$ cat src/rtl/instruction_fetch_pkg.sv
`default_nettype none
// ============================================================================
//  Module      : instruction_fetch_pkg
//  Description : Shared FSM encoding, field widths and address check for the
//                instruction fetch stage.
//  Revision    : 1.0 - initial release
// ============================================================================
package instruction_fetch_pkg;

    localparam int unsigned PC_W    = 32;
    localparam int unsigned INSTR_W = 32;

    localparam logic [PC_W-1:0] INSTR_BYTES = 32'd4;

    typedef enum logic [1:0] {
        FETCH = 2'd0,
        FULL  = 2'd1,
        HALT  = 2'd2
    } if_state_e;

    // Word aligned and low enough that all four bytes lie inside memory.
    function automatic logic addr_legal(input logic [PC_W-1:0] addr,
                                        input logic [PC_W-1:0] max_addr);
        return (addr[1:0] == 2'b00) && (addr <= max_addr);
    endfunction

endpackage
`default_nettype wire

$ cat src/rtl/instruction_fetch_skid_buffer.sv
`default_nettype none
// ============================================================================
//  Module      : fetch_skid_buffer
//  Description : One-entry holder for a fetched pc/pc4/instr while decode stalls.
//  Revision    : 1.0 - initial release
// ============================================================================
module fetch_skid_buffer
    import instruction_fetch_pkg::*;
(
    input  logic               clk,
    input  logic               rst_n,
    input  logic               load_i,
    input  logic               clear_i,
    input  logic [PC_W-1:0]    pc_i,
    input  logic [PC_W-1:0]    pc4_i,
    input  logic [INSTR_W-1:0] instr_i,
    output logic               valid_o,
    output logic [PC_W-1:0]    pc_o,
    output logic [PC_W-1:0]    pc4_o,
    output logic [INSTR_W-1:0] instr_o
);

    logic               valid_q;
    logic [PC_W-1:0]    pc_q;
    logic [PC_W-1:0]    pc4_q;
    logic [INSTR_W-1:0] instr_q;

    always_ff @(posedge clk or negedge rst_n) begin
        if (!rst_n) begin
            valid_q <= 1'b0;
            pc_q    <= '0;
            pc4_q   <= '0;
            instr_q <= '0;
        end else if (clear_i) begin
            valid_q <= 1'b0;
        end else if (load_i) begin
            valid_q <= 1'b1;
            pc_q    <= pc_i;
            pc4_q   <= pc4_i;
            instr_q <= instr_i;
        end
    end

    assign valid_o = valid_q;
    assign pc_o    = pc_q;
    assign pc4_o   = pc4_q;
    assign instr_o = instr_q;

endmodule
`default_nettype wire

$ cat src/rtl/instruction_fetch.sv
`default_nettype none
// ============================================================================
//  Module      : instruction_fetch
//  Description : Single-issue fetch stage with IF/ID register, skid buffer,
//                redirect handling and sticky fetch-fault halt.
//  Revision    : 1.0 - initial release
// ============================================================================
module instruction_fetch
    import instruction_fetch_pkg::*;
#(
    parameter logic [31:0] RESET_PC   = 32'h0000_0000,
    parameter int unsigned IMEM_BYTES = 60
) (
    input  logic        clk,
    input  logic        rst_n,
    input  logic        stall,
    input  logic        redirect,
    input  logic [31:0] redirect_pc,
    output logic        imem_req,
    output logic [31:0] imem_addr,
    input  logic        imem_valid,
    input  logic [31:0] imem_rdata,
    output logic        if_id_valid,
    output logic [31:0] if_id_pc,
    output logic [31:0] if_id_pc4,
    output logic [31:0] if_id_instr,
    output logic        fetch_fault
);

    localparam logic [PC_W-1:0] MAX_ADDR = 32'(IMEM_BYTES) - INSTR_BYTES;

    if_state_e          state_q;
    logic [PC_W-1:0]    pc_q;
    logic               ifid_valid_q;
    logic [PC_W-1:0]    ifid_pc_q;
    logic [PC_W-1:0]    ifid_pc4_q;
    logic [INSTR_W-1:0] ifid_instr_q;
    logic               fault_q;

    logic               pc_legal;
    logic               redirect_legal;
    logic [PC_W-1:0]    pc_plus4;
    logic               accept;
    logic               skid_load;
    logic               skid_clear;
    logic               skid_valid;
    logic [PC_W-1:0]    skid_pc;
    logic [PC_W-1:0]    skid_pc4;
    logic [INSTR_W-1:0] skid_instr;

    assign pc_legal       = addr_legal(pc_q, MAX_ADDR);
    assign redirect_legal = addr_legal(redirect_pc, MAX_ADDR);
    assign pc_plus4       = pc_q + INSTR_BYTES;

    // rst_n gates the request so nothing is issued while reset is held.
    assign imem_req  = rst_n && (state_q == FETCH) && pc_legal;
    assign imem_addr = pc_q;
    assign accept    = imem_req && imem_valid;

    assign skid_load  = accept && stall && !redirect;
    assign skid_clear = redirect || ((state_q == FULL) && !stall);

    fetch_skid_buffer u_skid (
        .clk     (clk),
        .rst_n   (rst_n),
        .load_i  (skid_load),
        .clear_i (skid_clear),
        .pc_i    (pc_q),
        .pc4_i   (pc_plus4),
        .instr_i (imem_rdata),
        .valid_o (skid_valid),
        .pc_o    (skid_pc),
        .pc4_o   (skid_pc4),
        .instr_o (skid_instr)
    );

    always_ff @(posedge clk or negedge rst_n) begin
        if (!rst_n) begin
            state_q      <= FETCH;
            pc_q         <= RESET_PC;
            ifid_valid_q <= 1'b0;
            ifid_pc_q    <= '0;
            ifid_pc4_q   <= '0;
            ifid_instr_q <= '0;
            fault_q      <= 1'b0;
        end else begin
            case (state_q)
                FETCH: begin
                    if (redirect) begin
                        pc_q         <= redirect_pc;
                        ifid_valid_q <= 1'b0;
                    end else if (!pc_legal) begin
                        fault_q <= 1'b1;
                        state_q <= HALT;
                        if (!stall) ifid_valid_q <= 1'b0;
                    end else if (accept) begin
                        pc_q <= pc_plus4;
                        if (!stall) begin
                            ifid_valid_q <= 1'b1;
                            ifid_pc_q    <= pc_q;
                            ifid_pc4_q   <= pc_plus4;
                            ifid_instr_q <= imem_rdata;
                        end else begin
                            state_q <= FULL;
                        end
                    end else if (!stall) begin
                        ifid_valid_q <= 1'b0;
                    end
                end
                FULL: begin
                    if (redirect) begin
                        pc_q         <= redirect_pc;
                        ifid_valid_q <= 1'b0;
                        state_q      <= FETCH;
                    end else if (!stall && skid_valid) begin
                        ifid_valid_q <= 1'b1;
                        ifid_pc_q    <= skid_pc;
                        ifid_pc4_q   <= skid_pc4;
                        ifid_instr_q <= skid_instr;
                        state_q      <= FETCH;
                    end
                end
                HALT: begin
                    if (redirect) begin
                        ifid_valid_q <= 1'b0;
                        if (redirect_legal) begin
                            pc_q    <= redirect_pc;
                            fault_q <= 1'b0;
                            state_q <= FETCH;
                        end
                    end else if (!stall) begin
                        ifid_valid_q <= 1'b0;
                    end
                end
                default: state_q <= FETCH;
            endcase
        end
    end

    assign if_id_valid = ifid_valid_q;
    assign if_id_pc    = ifid_pc_q;
    assign if_id_pc4   = ifid_pc4_q;
    assign if_id_instr = ifid_instr_q;
    assign fetch_fault = fault_q;

endmodule
`default_nettype wire

$ cat config.mk
export PLATFORM = sky130hd
export DESIGN_NAME = instruction_fetch
export DESIGN_NICKNAME = d
export VERILOG_FILES = /design/src/rtl/instruction_fetch_pkg.sv /design/src/rtl/instruction_fetch_skid_buffer.sv /design/src/rtl/instruction_fetch.sv
export SDC_FILE = /design/constraint.sdc
export NUM_CORES = 1
export LEC_CHECK = 0
export ABC_AREA = 1
export CAP_MARGIN = 20
export CORE_ASPECT_RATIO = 1.25
export CORE_MARGIN = 2
export CORE_UTILIZATION = 57
export DETAILED_ROUTE_END_ITERATION = 8
export PLACE_DENSITY = 0.86
export REMOVE_ABC_BUFFERS = 1
export SYNTH_ARGS = -nofsm -noshare
export SYNTH_HDL_FRONTEND = slang
export SYNTH_SLANG_ARGS = --single-unit
export TNS_END_PERCENT = 10
$ cat constraint.sdc
create_clock -name clk -period 3.52 [get_ports clk]
set_clock_uncertainty 0.15 [all_clocks]
set_input_delay 1.056 -clock clk [delete_from_list [all_inputs] [get_ports clk]]
set_output_delay 1.056 -clock clk [all_outputs]
set_load 0.05 [all_outputs]
==> results by group <==
Run status
  – Outcome: complete, no violations

Route
  – Detail Route Antenna Nets: 0
  – Drt first pass iters: 5
  – Detailed-route via count: 9,674
  – Wirelength, routed: 28,900 microns
  – Routed wire per std cell: 15.9 microns
  – Via density: 5.32
  – Residual DRC: 0
  – DRT iter0 DRCs: 699

CTS
  – Max Root-Sink Buffers: 3
  – CTS root buf: clkbuf_16
  – CTS tree: done
  – Clock sinks: 225
  – Clock latency at the later pin of the worst-skew pair: 0.51 ns
  – Num CTS Buffers: 23
  – H-tree levels: 1
  – Setup Buffers After CTS: 0
  – CTS Hold Buffers Added: 0
  – Clock transition at path regs: 0.06 ns

Timing
  – Minimum clock period: 3.36 ns
  – Final setup violation count: 0
  – Total negative slack: 0 ns
  – Final hold violations: 0
  – Slew @ Worst Pin: 0.817 ns
  – Slew HR: 0.455
  – Slew Viols, Final: 0
  – RSZ-0062 raised after global routing: false
  – Final period utilization: 0.954
  – Fmax: 298 MHz

Synth
  – Synth Warn #: 0
  – Cell variety after synth: 31
  – Post-synthesis instance area: 10,800 sq um
  – Cells after Synth: 1,381
  – #FFs+latches synth: 225
  – Syn Area/Cell: 7.81 sq um
  – Register area share after synthesis: 0.522

Power
  – Peak supply drop: approximately 0.00062 V
  – Comb power frac: 0.512
  – Switching pwr: about 6 mW
  – Seq pwr share: 0.301
  – Sw frac: 0.466
  – Pwr/cell area: ~930 nW/um^2
  – Int Power: 6.82 mW
  – Final Power: 12.8 mW
  – Leakage: 6.75 nW
  – Clk pwr share: 0.187

Floorplan
  – Initial core utilization: 0.579
  – DIE AREA: 20,000 sq um
  – I/O pins: 200
  – Cell Rows: 56
  – Die X: roughly 130 microns
  – Core Box Area: 18,600 sq um
  – Die H: between 150 and 200 microns

Global route
  – GRT Util Overall: 0.291
  – First-pass GRT wire length: 47,200 microns
  – Largest net degree at the start of global routing: 100
  – Number of global-route vias before repair: 9,580
  – GR Overflow Total: 0
  – Initial antenna violation count: 0

Worst setup path
  – Arr. time, crit path: about 2.2 ns
  – Worst setup path class: reg2out
  – Max Fanout on Critical Path: 9
  – R2R cell count: 14
  – Required @ worst endpoint: 2.31 ns
  – Worst Setup Start Kind: flip-flop
  – CP Capture Type: output port

Job
  – Max-cap viol count: 0

Placed design
  – Port Buffers: 199
  – GPL Wtd Cong: around 0.88
  – DP Wirelength: 19,700 microns

Final layout
  – Fill cells: 1,406
  – NumNets Final: ~1,600
  – Area Growth Syn to Fin: 28.1%
  – # diodes: 0
  – Share of cells above drive strength 1: 0.0592

Hold path
  – Worst min path class: in2async
synthesized netlist by cell type (all sizes together):
library cell / number / area [sq um]
a21oi: 2 / 10.0
nand3: 44 / 225
xnor2: 4 / 35.0
nor3: 2 / 10.0
xor2: 9 / 78.8
o21bai: 1 / 7.51
mux2i: 21 / 210
dfrtp: 225 / 5630
a21o: 1 / 7.51
o311ai: 1 / 8.76
nand2: 518 / 1950
inv: 108 / 405
o21ai: 197 / 1000
or2: 2 / 12.5
nand3b: 15 / 113
nor2: 149 / 567
a21boi: 1 / 7.51
ha: 6 / 75.1
buf: 39 / 287
clkbuf: 33 / 124
nand4: 3 / 18.8
power groups by stage:
stage	clock network, mW	registers (mW)	logic (mW)
floorplan	0	6.35	1.52
global route	2.51	3.94	6.98
CTS	2.42	3.84	6.55
detailed placement	0	3.86	6.52
global placement	0	3.85	6.38
finish	2.39	3.85	6.54
registers in the layout, indices dropped and copies added (netlist names), 2 cells and up:
register and count:
if_id_pc4 30, imem_addr 32, state_q 2, u_skid.pc4_o 32
if_id_instr 32, u_skid.instr_o 32, u_skid.pc_o 30, if_id_pc 32
per-layer routing:
metal / share of wire / global-route usage / wire length, microns
met1: 0.40 / 0.357 / 11700
met2: 0.50 / 0.509 / 14400
met3: 0.062 / 0.0602 / 1780
met4: 0.034 / 0.107 / 980
met5: 0 / 0 / 0
cells in the final DEF (no fill, tap or decap), types with 5 or more instances in the layout:
master	n
clkdlybuf4s50_1	197
nor2_1	146
ha_1	5
o21ai_1	19
o21ai_0	174
clkinv_2	5
inv_1	105
nand3_1	43
nand2_1	515
clkbuf_16	23
buf_4	35
xor2_1	9
mux2i_1	21
dfrtp_1	224
nand3b_1	15
clkbuf_8	6
buf_12	5
cell families after synthesis:
group | share of synthesized area
AOI/OAI and AO/OA | 0.0967
and+or+nand+nor | 0.269
xor gates and xnor gates | 0.0106
adders and majority gates | 0.00696
muxes | 0.0195
buffers and inverters | 0.0757
DFF | 0.522
metrics by stage:
step                worst slack, ns  hold WS (ns)  std cells  instance area, sq um  utilization
global route                 0.0149         0.207       1819                 13800        0.741
floorplan                     -1.96         0.298       1309                 10400            -
CTS                          0.0234         0.207       1818                 13800        0.739
finish                        0.162         0.217       1819                 13800        0.741
global placement              0.306         0.311       1779                 13000        0.700
detailed placement            0.182         0.315       1779                 13000        0.700
worst max-delay path, stage by stage, from the launching register on:
cell     delay (ns)
dfrtp_2        0.48
inv_1          0.12
ha_1           0.15
inv_1          0.03
nand2_1        0.05
nor2_1         0.04
nor2_1         0.08
nand2_1        0.11
nor2_4         0.18
nand2_2        0.11
nor2_4         0.14
buf_12         0.15
layout make-up:
class / count / area [sq um] / share of cell area
Sequential cell: 225 / 5630 / 0.408
Multi-Input combinational cell: 976 / 4380 / 0.317
Clock buffer: 33 / 673 / 0.0487
Timing Repair Buffer: 239 / 2380 / 0.172
Clock inverter: 6 / 55.1 / 0.00399
Tap cell: 232 / 290 / 0.0210
Inverter: 108 / 405 / 0.0294
final timing paths:
check / from / endpoint / slack (ns)
min in group clk: u_skid.instr_o[16] / u_skid.instr_o[16] / 0.33
worst min register to register: u_skid.instr_o[16] / u_skid.instr_o[16] / 0.33
worst min-delay path: rst_n / if_id_pc4[30] / 0.22
worst max register to register: imem_addr[2] / u_skid.pc4_o[3] / 0.93
max in group asynchronous: rst_n / if_id_pc[26] / 1.23
worst max-delay path: imem_addr[2] / imem_req / 0.16
what timing repair did:
item,CTS,global route
setup endpoints to repair,1,1
pin swaps,0,1
hold endpoints to repair,0,0
gates resized for setup,1,3
Note: power is estimated with default switching activity, not from simulation.
